==> src/rtl/rq_stream_arbiter.sv <==
// -----------------------------------------------------------------------------
// rq_stream_arbiter
//
// Packet-granular round-robin arbiter that shares the single Requester Request
// (RQ) AXI-Stream port of the UltraScale PCIe PHY between N_PORTS requester
// sources (DMA reader, DMA writer, MSI, ...). A source keeps the grant from
// its first beat through tlast, so packets are never interleaved. Accepted
// beats go through a 2-entry skid FIFO, which means s_axis_rq_tready has no
// combinational path back to the sources.
//
// Optional feature (compile-time macro RQ_ARB_STATS_EN):
//   defined   -> pkt_count carries one 16-bit wrapping packet counter per port
//   undefined -> pkt_count is tied to zero and no counter flops are built
//
// Ports:
//   user_clk, user_reset   PHY user clock; asynchronous active-high reset
//   req_tdata/tkeep/tuser  per-source beat fields; port i in slice i
//   req_tlast, req_tvalid  per-source last / valid
//   req_tready             per-source ready; only the selected source sees it
//   s_axis_rq_*            RQ stream towards the PHY (tready bit 0 used)
//   grant                  one-hot owner of a multi-beat packet in flight
//   pkt_count              per-source packet counters, 16 bits per port
// -----------------------------------------------------------------------------
module rq_stream_arbiter #(
    parameter int N_PORTS    = 2,
    parameter int DATA_WIDTH = 256,
    parameter int KEEP_WIDTH = DATA_WIDTH / 8,
    parameter int USER_WIDTH = 60
) (
    input  logic                           user_clk,
    input  logic                           user_reset,

    input  logic [N_PORTS*DATA_WIDTH-1:0]  req_tdata,
    input  logic [N_PORTS*KEEP_WIDTH-1:0]  req_tkeep,
    input  logic [N_PORTS*USER_WIDTH-1:0]  req_tuser,
    input  logic [N_PORTS-1:0]             req_tlast,
    input  logic [N_PORTS-1:0]             req_tvalid,
    output logic [N_PORTS-1:0]             req_tready,

    output logic [DATA_WIDTH-1:0]          s_axis_rq_tdata,
    output logic [KEEP_WIDTH-1:0]          s_axis_rq_tkeep,
    output logic [USER_WIDTH-1:0]          s_axis_rq_tuser,
    output logic                           s_axis_rq_tlast,
    output logic                           s_axis_rq_tvalid,
    input  logic [3:0]                     s_axis_rq_tready,

    output logic [N_PORTS-1:0]             grant,
    output logic [N_PORTS*16-1:0]          pkt_count
);

    localparam int IDX_W  = (N_PORTS > 1) ? $clog2(N_PORTS) : 1;
    localparam int BEAT_W = DATA_WIDTH + KEEP_WIDTH + USER_WIDTH + 1;

    typedef enum logic {
        IDLE,
        BUSY
    } state_t;

    state_t             state;
    logic [IDX_W-1:0]   rr_ptr;     // last port that completed a packet
    logic [IDX_W-1:0]   owner;      // port holding the grant while BUSY

    logic               win_found;
    logic [IDX_W-1:0]   win_idx;
    logic [N_PORTS-1:0] win_onehot;

    logic [IDX_W-1:0]   sel_idx;
    logic               sel_active;
    logic               sel_valid;
    logic               sel_last;
    logic [BEAT_W-1:0]  in_beat;

    logic               in_ready;   // skid has room, registered
    logic               push;
    logic               pop;
    logic [1:0]         skid_cnt;
    logic [1:0]         skid_cnt_next;
    logic [1:0]         wr_pos;
    logic [BEAT_W-1:0]  skid_head;
    logic [BEAT_W-1:0]  skid_tail;

    // Only bit 0 of the PHY ready vector is meaningful.
    logic               unused_tready;
    assign unused_tready = &{1'b0, s_axis_rq_tready[3:1]};

    // -------------------------------------------------------------------------
    // Round-robin winner: first valid port after rr_ptr, wrapping at N_PORTS.
    // -------------------------------------------------------------------------
    always_comb begin
        int               cand;
        logic [IDX_W-1:0] cand_idx;
        // NOTE: every combinational output gets a default before any branch so
        // no path leaves it unassigned and no latch is inferred.
        win_found = 1'b0;
        win_idx   = '0;
        cand      = 0;
        cand_idx  = '0;
        for (int k = 1; k <= N_PORTS; k++) begin
            cand = int'(rr_ptr) + k;
            if (cand >= N_PORTS) begin
                cand = cand - N_PORTS;
            end
            cand_idx = IDX_W'(cand);
            if (!win_found && req_tvalid[cand_idx]) begin
                win_found = 1'b1;
                win_idx   = cand_idx;
            end
        end
    end

    always_comb begin
        win_onehot          = '0;
        win_onehot[win_idx] = 1'b1;
    end

    // -------------------------------------------------------------------------
    // Source selection: the owner while BUSY, the round-robin winner in IDLE.
    // -------------------------------------------------------------------------
    always_comb begin
        sel_idx    = (state == BUSY) ? owner : win_idx;
        sel_active = (state == BUSY) || win_found;
        req_tready = '0;
        if (sel_active) begin
            req_tready[sel_idx] = in_ready;
        end
    end

    assign sel_valid = sel_active & req_tvalid[sel_idx];
    assign sel_last  = req_tlast[sel_idx];
    assign push      = in_ready & sel_valid;

    assign in_beat = {req_tdata[sel_idx*DATA_WIDTH +: DATA_WIDTH],
                      req_tkeep[sel_idx*KEEP_WIDTH +: KEEP_WIDTH],
                      req_tuser[sel_idx*USER_WIDTH +: USER_WIDTH],
                      sel_last};

    // -------------------------------------------------------------------------
    // Packet FSM. A single-beat packet completes in IDLE and only moves rr_ptr.
    // -------------------------------------------------------------------------
    // NOTE: sequential state uses non-blocking assignments so every flop
    // samples the pre-edge values regardless of statement order.
    always_ff @(posedge user_clk or posedge user_reset) begin
        if (user_reset) begin
            state  <= IDLE;
            rr_ptr <= IDX_W'(N_PORTS - 1);
            owner  <= '0;
            grant  <= '0;
        end else if (push) begin
            if (state == IDLE) begin
                if (sel_last) begin
                    rr_ptr <= win_idx;
                end else begin
                    state <= BUSY;
                    owner <= win_idx;
                    grant <= win_onehot;
                end
            end else if (sel_last) begin
                state  <= IDLE;
                rr_ptr <= owner;
                grant  <= '0;
            end
        end
    end

    // -------------------------------------------------------------------------
    // 2-entry skid FIFO. in_ready is registered from the next occupancy, so it
    // drops on the same edge the second entry fills.
    // -------------------------------------------------------------------------
    assign pop    = (skid_cnt != 2'd0) & s_axis_rq_tready[0];
    assign wr_pos = skid_cnt - {1'b0, pop};

    always_comb begin
        skid_cnt_next = skid_cnt;
        if (push && !pop) begin
            skid_cnt_next = skid_cnt + 2'd1;
        end else if (!push && pop) begin
            skid_cnt_next = skid_cnt - 2'd1;
        end
    end

    always_ff @(posedge user_clk or posedge user_reset) begin
        if (user_reset) begin
            skid_cnt <= 2'd0;
            in_ready <= 1'b0;
        end else begin
            skid_cnt <= skid_cnt_next;
            in_ready <= (skid_cnt_next < 2'd2);
        end
    end

    // NOTE: the skid storage has no reset; skid_cnt alone decides which
    // entries are valid, so clearing the count flushes the FIFO.
    always_ff @(posedge user_clk) begin
        if (pop) begin
            skid_head <= skid_tail;
        end
        // A push into slot 0 overrides the shift above (later assignment wins).
        if (push) begin
            if (wr_pos == 2'd0) begin
                skid_head <= in_beat;
            end else begin
                skid_tail <= in_beat;
            end
        end
    end

    assign {s_axis_rq_tdata, s_axis_rq_tkeep, s_axis_rq_tuser, s_axis_rq_tlast} = skid_head;
    assign s_axis_rq_tvalid = (skid_cnt != 2'd0);

    // -------------------------------------------------------------------------
    // Optional per-port packet counters, bumped on each accepted tlast beat.
    // -------------------------------------------------------------------------
`ifdef RQ_ARB_STATS_EN
    logic [15:0] pkt_cnt_q [N_PORTS];

    always_ff @(posedge user_clk or posedge user_reset) begin
        if (user_reset) begin
            for (int i = 0; i < N_PORTS; i++) begin
                pkt_cnt_q[i] <= 16'd0;
            end
        end else if (push && sel_last) begin
            pkt_cnt_q[sel_idx] <= pkt_cnt_q[sel_idx] + 16'd1;
        end
    end

    always_comb begin
        pkt_count = '0;
        for (int i = 0; i < N_PORTS; i++) begin
            pkt_count[i*16 +: 16] = pkt_cnt_q[i];
        end
    end
`else
    assign pkt_count = '0;
`endif

endmodule

==> config.mk <==
export PLATFORM = sky130hd
export DESIGN_NAME = rq_stream_arbiter
export DESIGN_NICKNAME = d
export VERILOG_FILES = /design/src/rtl/rq_stream_arbiter.sv
export SDC_FILE = /design/constraint.sdc
export NUM_CORES = 1
export LEC_CHECK = 0
export CORE_AREA = 2 2 422 424
export CTS_BUF_LIST = sky130_fd_sc_hd__clkbuf_4 sky130_fd_sc_hd__clkbuf_8 sky130_fd_sc_hd__clkbuf_16
export DETAILED_ROUTE_END_ITERATION = 16
export DIE_AREA = 0 0 424 426
export PLACE_DENSITY = 0.43
export SLEW_MARGIN = 30
export SYNTH_ARGS = -nofsm -noshare
export SYNTH_HDL_FRONTEND = slang
export SYNTH_SLANG_ARGS = --single-unit
==> constraint.sdc <==
create_clock -name user_clk -period 22.5 [get_ports user_clk]
set_input_delay 4.5 -clock user_clk [delete_from_list [all_inputs] [get_ports user_clk]]
set_output_delay 4.5 -clock user_clk [all_outputs]
set_load 0.05 [all_outputs]
==> flow_summary.ini <==
[outcome]
status = completed

[sta]
hold_ws_ps = 526.2
worst_pin_slew_ps = 931.6
fin_skew_ps = 45.06
setup_slack_ps = 11180
rsz0062_at_grt = false
fmax_mhz = 88.36
max-slew-margin-rel = 0.3789
final.setup.tns_ps = 0
fin_crit_ps = 11320
finalHoldViolCount = 0
drv_slew = 0
period_share = 0.5030
setup_viol = 0

[clocking]
clk_path_buf_depth = 3
ctsHtreeMaxLevel = 3
clk_pin_slew_ps = 50
clk_latency_ps = 690
post_cts_buffers = 0
hold_buffers = 0
numCtsBuffers = 87
cts_root_buf = clkbuf_16
cts_tree = done
cts_sinks = 706
cts_resized = 0

[worst_setup_path]
startpoint = req_tvalid[1]
reg2regPathDepth = 10
critPathArrivalTime_ps = 6820
r2r_end = skid_head[43]
cp-start-kind = primary input
r2r_slack_ps = 18140
crit_fanout = 11
endpoint_kind = output port
cp-endpoint = req_tready[1]
crit_type = in -> out
critPathRequiredTime_ps = 18000

[drt]
vias = 19425
routed_wl_um = 109100
drc = 0
wl_per_cell_um = 20.14
first_iter_violations = 578
ant_nets = 0
via_per_inst = 3.586
detail_route.first_pass.iterations = 4

[synth]
seq_area_frac_synth = 0.5778
synth_compound_area_frac = 0.003887
synthFlopType = edfxtp_1
synth_area_sq_mm = 0.03058
syn_inst = 1948
post-synth-top-count-cell = mux2_2
synth_edf_count = 349
async_flop_share = 0.01133
synthSimpleGateAreaFrac = 0.001596
postSynthAreaPerCell_sq_um = 15.70
synth_xor_area_frac = 0.0002864
yosysTopAreaCellShare = 0.3852
synth.area.top_cells = mux2_2 39%, edfxtp_1 34%, dfxtp_1 23%, buf_4 1.3%, buf_2 0.80%
ys_top_cells_by_count = 1046 x mux2_2, 349 x dfxtp_1, 349 x edfxtp_1
yosys_warnings = 0
yosysTopAreaCell = mux2_2
synth-seq-cells = 706
synth_cell_types = 30
synthAdderAreaFrac = 0.001637
synth_top_family_by_area = multiplexers
synth_mux_area_frac = 0.3870

[power_and_ir_drop]
sequentialPowerShare = 0.291
power.density_mw_per_mm2 = 167.6
p_int_w = 0.004646
swShare = 0.4069
power_frac_comb = 0.525
p_sw_w = 0.003187
p_clk_frac = 0.185
ir_worst_vdd_mv = 0.09272
leakagePower_nw = 16.56

[floorplanning]
io_pins = 1092
die_x_um = 424
core_area_sq_mm = 0.1757
num_rows = 154
start_util = 0.1740
dieHeight_um = 426
die-area_sq_mm = 0.1806

[worst_hold_path]
holdCritPathClass = reg -> reg

[layout]
layout-drive-gt1-share = 0.4005
nets = 3712
fill_cells = 18189
areaGrowthSynthToFinish_pct = 52.90

[global_route]
grt_pass1_vias = 20021
grtUsageTotal = 0.1142
grt_overflow = 0
antenna_found_initial = 4
grt_max_degree = 136
grt_pass1_wl_um = 148000

[placed_design]
pre_cts_slack_ps = 11030
hpwl_um = 83030
gp_congestion = 0.8191
port_buffers = 1056

[job]
max_cap_viol_count = 0
[power by group through the flow]
stage	Sequential [W]	Combinational [W]	Clock, W
6_report	0.00228	0.00411	0.00145
3_3_place_gp	0.00230	0.00418	0
3_5_place_dp	0.00232	0.00420	0
4_1_cts	0.00229	0.00421	0.00152
5_1_grt	0.00235	0.00435	0.00156
2_1_floorplan	0.00354	0.00160	0
[layout make-up]
class / count / area [sq um] / area share
multi-input combinational: 1117 / 12210 / 0.2611
tap: 2340 / 2928 / 0.06262
antenna: 1 / 2.502 / 0.00005352
inverter: 10 / 45.04 / 0.0009634
clock buffer: 126 / 2581 / 0.05521
sequential: 706 / 17670 / 0.3779
timing repair buffer: 1080 / 10880 / 0.2326
clock inverter: 37 / 445.4 / 0.009527
[registers in the layout, summed over array words and instances (netlist names), named ones only]
| signal | count |
|---|---|
| grant | 2 |
| in_ready | 1 |
| owner | 1 |
| rr_ptr | 1 |
| skid_cnt | 1 |
| skid_head | 349 |
| skid_tail | 349 |
| state | 1 |
[critical path, stage by stage]
cell             delay [ps]
clkdlybuf4s50_1         510
a21boi_2                300
mux2i_4                 110
buf_4                   210
nor2b_1                 170
clkdlybuf4s50_1        1010
[cell families after synthesis]
logic type / Yosys count
muxes: 1051
DFF: 706
buffers and inverters: 156
AOI/OAI and AO/OA: 19
and+or+nand+nor: 10
adders and majority gates: 4
other: 1
xor gates and xnor gates: 1
[layer usage]
metal | routed length [um] | GRT usage
met2 | 56700 | 0.2081
met5 | 13 | 0
met1 | 42100 | 0.1258
met4 | 2600 | 0.02960
met3 | 7679 | 0.03862
[worst min path at each step]
stage,from,end,slack (ps),cells after the start
2_1_floorplan,rr_ptr,rr_ptr,490,2
3_3_place_gp,grant[1],grant[1],500,2
3_5_place_dp,skid_cnt[0],skid_cnt[0],520,2
4_1_cts,rr_ptr,rr_ptr,530,2
5_1_grt,skid_tail[0],skid_head[0],560,2
6_report,grant[1],grant[1],530,2
[metrics by stage]
step | std cells | utilization | instance area (sq um) | total power (W)
2_1_floorplan | 1979 | - | 30700 | 0.005140
3_3_place_gp | 5249 | 0.2481 | 43610 | 0.006484
3_5_place_dp | 5251 | 0.2485 | 43660 | 0.006511
4_1_cts | 5414 | 0.2657 | 46690 | 0.008016
5_1_grt | 5416 | 0.2660 | 46750 | 0.008259
6_report | 5417 | 0.2660 | 46750 | 0.007834
[cells in the final DEF (no fill, tap or decap), types with 9 or more instances in the layout]
cell,netlist,layout
clkbuf_16,0,88
conb_1,1,32
inv_1,9,9
mux2_2,1046,1046
clkinv_2,0,13
clkdlybuf4s50_1,0,1056
edfxtp_1,349,349
clkbuf_4,0,23
clkbuf_8,0,15
buf_4,53,15
dfxtp_1,349,349
No activity file was read; power rests on OpenSTA's default activity.
